<file path="config.mk">
export PLATFORM = sky130hd
export DESIGN_NAME = mult_seq_11x11
export DESIGN_NICKNAME = d
export VERILOG_FILES = /design/src/rtl/mult_seq_11x11.sv
export SDC_FILE = /design/constraint.sdc
export NUM_CORES = 1
export LEC_CHECK = 0
export ABC_AREA = 1
export CORE_MARGIN = 5
export CORE_UTILIZATION = 52
export CTS_CLUSTER_DIAMETER = 30
export DETAILED_ROUTE_END_ITERATION = 10
export GPL_TIMING_DRIVEN = 1
export PLACE_DENSITY = 0.74
export SYNTH_ARGS = -nofsm -noshare
export SYNTH_HDL_FRONTEND = slang
export SYNTH_SLANG_ARGS = --single-unit
</file>
<file path="constraint.sdc">
create_clock -name clk -period 3.15 [get_ports clk]
set_input_delay 0.63 -clock clk [delete_from_list [all_inputs] [get_ports clk]]
set_output_delay 0.63 -clock clk [all_outputs]
set_load 0.005 [all_outputs]
</file>
<file path="src/rtl/mult_seq_11x11.sv">
// mult_seq_11x11 -- sequential shift-and-add unsigned multiplier.
//
// One operand pair is accepted from IDLE when start is high. The multiplier
// is consumed one bit per RUN cycle (WIDTH cycles), the product is written to
// prod on the RUN->DONE transition, and done pulses for one cycle in DONE.
//
// Ports:
//   clk   - rising-edge clock
//   rst   - asynchronous reset, active low
//   start - request, sampled only in IDLE
//   a     - multiplicand (unsigned, WIDTH bits)
//   b     - multiplier   (unsigned, WIDTH bits)
//   busy  - high while in RUN
//   done  - one-cycle completion pulse (DONE state)
//   prod  - registered product of the last completed operation (2*WIDTH bits)
//
// Build option:
//   MULT_EARLY_EXIT_EN - when defined, RUN ends as soon as the remaining
//   multiplier bits are all zero; results are identical, only latency shrinks.

module mult_seq_11x11 #(
  parameter int unsigned WIDTH = 11
) (
  input  logic                 clk,
  input  logic                 rst,
  input  logic                 start,
  input  logic [WIDTH-1:0]     a,
  input  logic [WIDTH-1:0]     b,
  output logic                 busy,
  output logic                 done,
  output logic [2*WIDTH-1:0]   prod
);

  typedef enum logic [1:0] {
    IDLE = 2'd0,
    RUN  = 2'd1,
    DONE = 2'd2
  } state_t;

  localparam logic [3:0] CNT_LAST = 4'(WIDTH - 1);

  state_t               state;
  state_t               state_nxt;
  logic [2*WIDTH-1:0]   mcand;
  logic [WIDTH-1:0]     mplier;
  logic [2*WIDTH-1:0]   acc;
  logic [3:0]           cnt;
  logic [2*WIDTH-1:0]   sum_nxt;
  logic                 last_step;

  // Partial sum including the current multiplier bit; on the final RUN edge
  // this is the complete product.
  always_comb begin
    sum_nxt = acc + (mplier[0] ? mcand : '0);
  end

`ifdef MULT_EARLY_EXIT_EN
  // Stop once no set multiplier bits remain after this step's shift.
  always_comb begin
    last_step = (cnt == CNT_LAST) || ((mplier >> 1) == '0);
  end
`else
  always_comb begin
    last_step = (cnt == CNT_LAST);
  end
`endif

  // State register
  always_ff @(posedge clk or negedge rst) begin
    if (!rst) begin
      state <= IDLE;
    end else begin
      state <= state_nxt;
    end
  end

  // Next-state logic
  always_comb begin
    state_nxt = state;
    unique case (state)
      IDLE:    if (start) state_nxt = RUN;
      RUN:     if (last_step) state_nxt = DONE;
      DONE:    state_nxt = IDLE;
      default: state_nxt = IDLE;
    endcase
  end

  // Output logic
  always_comb begin
    busy = (state == RUN);
    done = (state == DONE);
  end

  // Datapath: operand shift registers, partial sum, step counter, result
  always_ff @(posedge clk or negedge rst) begin
    if (!rst) begin
      mcand  <= '0;
      mplier <= '0;
      acc    <= '0;
      cnt    <= '0;
      prod   <= '0;
    end else begin
      unique case (state)
        IDLE: begin
          if (start) begin
            mcand  <= {{WIDTH{1'b0}}, a};
            mplier <= b;
            acc    <= '0;
            cnt    <= '0;
          end
        end
        RUN: begin
          acc    <= sum_nxt;
          mcand  <= mcand << 1;
          mplier <= mplier >> 1;
          cnt    <= cnt + 4'd1;
          if (last_step) begin
            prod <= sum_nxt;
          end
        end
        default: begin
        end
      endcase
    end
  end

endmodule

</file>
=== Word level (Yosys, flattened, before mapping) ===
Cells that the tools add are included.

* Bits in registers: 83
* Input bits: 25
* Output and inout port bits: 24
* Word-level logic and storage cells: 30

* Add/sub/neg operators: 2
* Equality and inequality tests: 5
* Multiplexer cells: 12
* Reductions and logical operators: 5

{| class="wikitable"
|+ Operators by type and width
! cell !! count
|-
| $pmux W22 S2 || 2
|-
| $mux W22 || 3
|-
| $add A22 B22 Y22 || 1
|-
| $pmux W11 S2 || 1
|-
| $mux W11 || 1
|-
| $pmux W4 S2 || 1
|-
| $reduce_and A2 Y1 || 3
|-
| $add A4 B1 Y4 const B || 1
|-
| $eq A4 B4 Y1 const B || 1
|-
| $mux W2 || 2
|-
| $mux W4 || 1
|-
| $pmux W2 S2 || 1
|-
| $eq A2 B1 Y1 const B || 1
|-
| $eq A2 B2 Y1 const B || 1
|-
| $logic_not A2 Y1 || 1
|-
| $ne A2 B1 Y1 const B || 1
|-
| $ne A2 B2 Y1 const B || 1
|-
| $reduce_bool A2 Y1 || 1
|}

=== Longest topological paths before layout ===
Gate-level depths: netlist of run 1.

* Depth in word-level cells: 3
* Gate-level depth with buffers: 15
* Depth with buffers taken out: 14

=== Least setup slack after synthesis of run 1 ===
OpenSTA, ideal clock, no wires.

* Kind: register to register
* From: register mplier[0]
* To: register acc[12]
* Setup time: 0.117 ns
* Data arrival time: 1.965 ns
* Required time: 3.033 ns
* Slack: 1.068 ns
* Cell stages (with the launch flop): 14
* Buffers on the path: 1
* Period minus slack after synthesis: 2.082 ns
* Path through: dfrtp_1 -> clkbuf_1 -> nand2_1 -> inv_1 -> ha_1 -> fa_1 -> nand3_1 -> nand3_2 -> nand2_1 -> nand3_2 -> nand2_1 -> nand3b_1 -> nand3_1 -> nand2_1

* Word-level cells in the longest chain between the ends: 3

{| class="wikitable"
|+ Ends and longest elaborated chain
! what !! RTL line !! text
|-
| from (decl) || 45 || <nowiki>logic [WIDTH-1:0] mplier;</nowiki>
|-
| from (signal assigned) || 115 || <nowiki>mplier <= mplier >> 1;</nowiki>
|-
| $mux W22 || 54 || <nowiki>sum_nxt = acc + (mplier[0] ? mcand : '0);</nowiki>
|-
| $add A22 B22 Y22 || 54 ||
|-
| $pmux W22 S2 || 103 || <nowiki>unique case (state)</nowiki>
|-
| to (signal assigned) || 113 || <nowiki>acc <= sum_nxt;</nowiki>
|-
| to (decl) || 46 || <nowiki>logic [2*WIDTH-1:0] acc;</nowiki>
|}

No other way between the ends.
A chain may end at the register's enable or synchronous reset.

=== Final worst setup path of run 1 ===
* From: register state[1]
* To: output port busy

* Word-level cells in the longest chain between the ends: 1

{| class="wikitable"
|+ Ends and longest elaborated chain
! what !! RTL line !! text
|-
| from (decl) || 42 || <nowiki>state_t state;</nowiki>
|-
| from (signal assigned) || 73 || <nowiki>state <= state_nxt;</nowiki>
|-
| $eq A2 B1 Y1 || 90 || <nowiki>busy = (state == RUN);</nowiki>
|-
| to (decl) || 29 || <nowiki>output logic busy,</nowiki>
|}

No other way between the ends.

==> results of run 1 <==
[flip-flops by register name (all words and copies together) (netlist names)]
name    count
mcand      22
prod       22
mplier     11
acc        22
cnt         4
state       2
[worst register-to-register path: stages, from the launching register on]
cell and delay, ns:
dfrtp_1 0.64, nand2_1 0.15, inv_1 0.05, ha_1 0.22
fa_1 0.43, nand3_1 0.12, nand3_2 0.11, nand2_1 0.10
nand3_2 0.09, nand2_1 0.11, nand3b_1 0.11, nand3_1 0.10
nand2_1 0.05
[layout by cell type (no fill, tap or decap), drive strengths merged, types with 11 or more instances in the layout]
cell           count
o22ai             14
ha                23
a21oi             12
inv              117
nor2              33
nand3             51
clkdlybuf4s50     47
o21ai             39
nand2            236
a22oi             11
dfrtp             83
[final cells by class]
type / count / area (um2)
tap: 129 / 161
clock inverter: 6 / 48.8
clock buffer: 10 / 128
inverter: 114 / 428
multi-input combinational: 450 / 2310
sequential: 83 / 2080
timing repair buffer: 52 / 508
fill: 886 / 3580
[final timing paths]
kind	start	to	slack [ns]	depth (start not counted)
worst max-delay path	state[1]$_DFFE_PN0P_	busy	0.74	4
worst min-delay path	rst	acc[15]$_DFFE_PN0P_	0.41	1
worst max register to register	mplier[0]$_DFFE_PN0P_	prod[16]$_DFFE_PN0P_	0.76	12
worst min register to register	prod[15]$_DFFE_PN0P_	prod[15]$_DFFE_PN0P_	0.48	2
max in group asynchronous	rst	prod[17]$_DFFE_PN0P_	2.03	1
min in group clk	prod[15]$_DFFE_PN0P_	prod[15]$_DFFE_PN0P_	0.48	2
[power groups by stage]
stage / clock network (W) / registers, W / logic (W)
after floorplan: 0 / 0.00185 / 0.00213
final: 0.000704 / 0.00195 / 0.00297
after global placement: 0 / 0.00194 / 0.00289
after detailed placement: 0 / 0.00197 / 0.00298
after global routing: 0.000783 / 0.00202 / 0.00338
after CTS: 0.000725 / 0.00195 / 0.00299
[layer usage]
metal | wire (um) | vias to the layer above | GRT usage (%) | share of wire [%]
li1 | - | 2174 | - | -
met1 | 5690 | 1983 | 30.7 | 48
met2 | 5320 | 97 | 35.1 | 45
met3 | 470 | 23 | 3.85 | 4.0
met5 | 0 | - | 0 | 0
met4 | 277 | 0 | 7.95 | 2.4
[cells by family (layout without fill, tap and decap cells)]
family	after synthesis	count (layout)	synth area share [%]
xor gates and xnor gates	9	9	1.61
AOI/OAI and AO/OA	82	82	10.4
DFF	83	83	42.3
and+or+nand+nor	335	335	28.8
buffers and inverters	133	182	10.6
adders and majority gates	24	24	6.27
[per-stage QoR]
stage	worst slack (ns)	instances
floorplan	1.07	666
detailed placement	0.774	828
CTS	0.717	844
finish	0.736	844
global placement	0.844	828
global route	0.463	844
==> summary.md, run 1 <==
| Metric | Value |
|---|---|
| Status | finished, final reports clean |
| Post-route antenna net violation count | 0 |
| Average size of a mapped cell | 7.37 um2 |
| Final Hold Fails | 0 |
| CP Capture Type | primary output |
| Core Box Area | 9240 um2 |
| Tightest Hold Check Type | in2async |
| First-pass GRT wire length | 20.2 mm |
| FP Rows | 35 |
| # diodes | 0 |
| RSZ-0062 raised after global routing | false |
| Crit-path leading delay family | buffers and inverters |
| Yosys warnings | 0 |
| Worst slew pin tran | between 1 and 1.5 ns |
| Sequential power share | 34.6% |
| Worst vdd ir | between 500 and 600 uV |
| Final min period | roughly 2.4 ns |
| All-Layer GR Usage | 22.2% |
| Sw Ratio | between 40% and 50% |
| Initial antenna violation count | 0 |
| Comb power frac | 52.8% |
| Final instance area | 5660 um2 |
| Maximum Capacitance Violations | 0 |
| Layout cell share with drive strength beyond 1 | 5.59% |
| Synth unique cells | 34 |
| Via/cell ratio | 5.07 |
| Post-synthesis register bit count | between 80 and 90 |
| Largest stage delay, worst path | approximately 0.5 ns |
| DRT iter0 DRCs | 194 |
| Sequential share of the synthesized area | a little over two fifths |
| WL per Instance | between 10 and 15 um |
| Final setup skew | between 0.015 and 0.02 ns |
| Routed wire length | about 12 mm |
| GP Congestion | approximately 0.9 |
| Max H-tree Level | 3 |
| # DRC | 0 |
| Worst-path cell chain | inv_2 > nand2_4 > inv_2 > clkdlybuf4s50_1 |
| GRT overflow | 0 |
| Port Buf Inserts | between 40 and 50 |
| Final slew viol count | 0 |
| Post-DP HPWL | 8.72 mm |
| DIE WIDTH | between 100 and 150 um |
| Data arrival, critical path | 1.78 ns |
| I/O Pins | a little under 50 |
| Cts repair resizes | 0 |
| Total number of vias | 4277 |
| Post-CTS setup buffers | 0 |
| Initial core utilization | between 50% and 60% |
| Most numerous cell in the Yosys netlist | nand2_1 |
| # clock sinks | 83 |
| Die Ht | 107 um |
| Area post-placement | 5490 um2 |
| Setup TNS | 0 ns |
| Yosys top cell area share | 42.3% |
| Clk network pwr share | 12.5% |
| Internal power | between 0.003 and 0.004 W |
| Ys async rst share | 100% |
| CP Max Fanout | 36 |
| Synthesized Nets | 715 |
| Die ar. | 11500 um2 |
| DRT Pass-1 Iters | 4 |
| Switch Pwr | 0.00254 W |
| CP dominant cell by count | inv_2 |
| Largest net degree at the start of global routing | 84 |
| WS Path Type | reg2out |
| Critical-path top delay cell | clkdlybuf4s50_1 |
| Worst Setup Start Kind | register |
| Inserted Clock Buffers | 9 |
| Vias in the first global route | 4315 |
| Worst hold slack | 0.410 ns |
| Primary FF master, synth | dfrtp_1 |
| Count of final setup violators | 0 |
| Root Buffer Master | clkbuf_8 |
| Leading area contributor after synthesis | dfrtp_1 |
| Tcrit/Tclk final | 76.6% |
| Leak | ~3.1 nW |
| Slew margin rel. | 30.3% |
| Pwr Density | 993 nW/um2 |
| CTS tree | done |
| Clk slew on worst S/H paths | 0.10 ns |
| Hold_buf cts | 0 |
| Post-layout util | between 60% and 70% |
| Worst skew pair latency | 0.37 ns |
| Layout net count | 759 |
| Max Root-Sink Buffers | 2 |
| Synth area leaders | dfrtp_1, nand2_1, inv_1 |
| Mapped Cells | roughly 670 |
| Area growth, synth to finish | 15.3% |
| FMAX | 414 MHz |
| Syn Std Cell Area | 4910 um2 |
| Power after layout | 0.00562 W |
| Buf/Inv on CP | 3 |
| Req. time, crit path | 2.52 ns |
| Post-synth EDFFs | 0 |
| Post-synth top cells | nand2_1, inv_1, dfrtp_1 |
No activity file was read; power rests on OpenSTA's default activity.
==> run 2: changes to the inputs <==
Clock period 3.15 ns to 2.4 ns, I/O delays scaled along.
==> summary.md, run 2 (synthesized netlist as in run 1, its figures left out) <==
| Metric | Value |
|---|---|
| Status | finished, final reports clean |
| Leak | between 3 and 4 nW |
| CP Capture Type | register |
| Multi-input gate area | 2310 um2 |
| Count of final setup violators | 0 |
| WS Path Type | reg2reg |
| # diodes | 0 |
| Tightest Hold Check Type | in2async |
| Pwr Density | 1310 nW/um2 |
| WL per Instance | 13.5 um |
| DRT Pass-1 Iters | 4 |
| # DRC | 0 |
| RR Startpoint | mplier[0]$_DFFE_PN0P_ |
| Hold_buf cts | 0 |
| Regs by FF count | acc (22), mcand (22), prod (22) |
| Area growth, synth to finish | 16.9% |
| Post-DP HPWL | 8.51 mm |
| Via/cell ratio | between 5 and 6 |
| DIE WIDTH | 107 um |
| Data arrival, critical path | 2.52 ns |
| Max Root-Sink Buffers | 2 |
| Final instance area | 5740 um2 |
| CTS tree | done |
| Area post-placement | 5530 um2 |
| Die Ht | roughly 110 um |
| First-pass GRT wire length | 19.5 mm |
| DRT iter0 DRCs | 227 |
| Setup TNS | 0 ns |
| Slew margin rel. | 46.4% |
| GRT overflow | 0 |
| Vias in the first global route | between 4000 and 5000 |
| Maximum Capacitance Violations | 0 |
| Largest net degree at the start of global routing | 48 |
| Core Box Area | 9240 um2 |
| Cts repair resizes | 0 |
| RSZ-0062 raised after global routing | false |
| Root Buffer Master | clkbuf_8 |
| GP Congestion | around 1.0 |
| CP Max Fanout | 7 |
| Most frequent cells in the layout | nand2_1, inv_1, dfrtp_1 |
| Worst Setup Start Kind | register |
| Initial core utilization | 53.1% |
| Final setup skew | around 0.010 ns |
| Final Hold Fails | 0 |
| Max H-tree Level | 3 |
| Layout net count | approximately 760 |
| Worst vdd ir | 1050 uV |
| # clock sinks | 83 |
| Die ar. | 11500 um2 |
| Number of fill cells in the layout | approximately 850 |
| Total number of vias | approximately 4300 |
| Initial antenna violation count | 0 |
| Req. time, crit path | 2.65 ns |
| Post-CTS setup buffers | 0 |
| Post-route antenna net violation count | 0 |
| Port Buf Inserts | 48 |
| R2r setup slk | 0.13 ns |
| Worst hold slack | around 0.067 ns |
| Worst slew pin tran | 0.802 ns |
| Tcrit/Tclk final | 94.7% |
| Inserted Clock Buffers | 9 |
| Final slew viol count | 0 |
| Routed wire length | 11.5 mm |
| Clk slew on worst S/H paths | 0.09 ns |
| Most common cell after layout, fill and taps aside | nand2_1 |
| FMAX | around 440 MHz |
| All-Layer GR Usage | 21.2% |
| R2r endpoint | prod[12]$_DFFE_PN0P_ |
| Worst Reg-to-Reg Cells | 12 |
| FP Rows | 35 |
| Worst skew pair latency | around 0.36 ns |
| Final min period | around 2.3 ns |
| Sequential cell area | 2080 um2 |
| I/O Pins | 49 |
| Layout cell share with drive strength beyond 1 | 6.54% |
run 2: changes by cell type in the layout (fill, tap and decap cells not counted), sizes merged:
cell and delta:
buf +4, bufinv +1, clkinv +1, clkinvlp -1, inv -1
run 2: stage by stage:
stage               utilization (%)  std cells  setup WS (ns)  total power, W
CTS                            62.1        848          0.109         0.00755
floorplan                         -        666          0.318         0.00523
global route                   62.1        848        0.00441         0.00821
finish                         62.1        848          0.128         0.00753
detailed placement             59.8        832          0.128         0.00647
global placement               59.8        832          0.163         0.00635
run 2: area by class of cell:
cell class                 count  share of cell area [%]
timing repair buffer          56                    9.59
multi-input combinational    450                    40.3
tap                          129                    2.81
inverter                     114                    7.45
clock buffer                  10                    2.40
clock inverter                 6                    1.24
sequential                    83                    36.2
run 2: how the worst max path moves through the flow:
| stage | startpoint | end | slack, ns | depth (start not counted) |
|---|---|---|---|---|
| after floorplan | mplier[0]$_DFFE_PN0P_ | acc[12]$_DFFE_PN0P_ | 0.32 | 13 |
| after global placement | mplier[0]$_DFFE_PN0P_ | prod[14]$_DFFE_PN0P_ | 0.16 | 12 |
| after detailed placement | mplier[0]$_DFFE_PN0P_ | prod[14]$_DFFE_PN0P_ | 0.13 | 12 |
| after CTS | mplier[0]$_DFFE_PN0P_ | prod[14]$_DFFE_PN0P_ | 0.11 | 12 |
| after global routing | mplier[0]$_DFFE_PN0P_ | prod[19]$_DFFE_PN0P_ | 0.004 | 13 |
| final | mplier[0]$_DFFE_PN0P_ | prod[12]$_DFFE_PN0P_ | 0.13 | 12 |
run 2: where the power goes:
part | internal [W] | switching, W | leakage [nW]
clock network | 0.000519 | 0.000549 | 0.0995
logic | 0.00161 | 0.00236 | 1.99
registers | 0.00208 | 0.000423 | 1.03
run 2: metal layers:
metal  global-route usage, %  routed length (um)  vias to the layer above
met3                    2.77                 549                       24
li1                        -                   -                     2187
met4                    8.68                 273                        0
met1                    29.8                5520                     1958
met2                    33.0                5130                      116
met5                       0                   0                        -
run 2: worst max-delay path: stages, from the launching register on:
cell and delay (ns):
dfrtp_2 0.45, nand2_1 0.08, inv_1 0.05, ha_1 0.24
fa_1 0.45, nand3_1 0.12, nand3_2 0.14, nand2_1 0.11
nand3_2 0.11, nand2_1 0.10, nand3b_1 0.13, nand3_1 0.12
nand2_1 0.05
==> run 3: changes to the inputs <==
Settings changed: TNS_END_PERCENT set to 50.
==> results of run 3 <==
Final layout, timing and power as in run 2 (identical DEF).
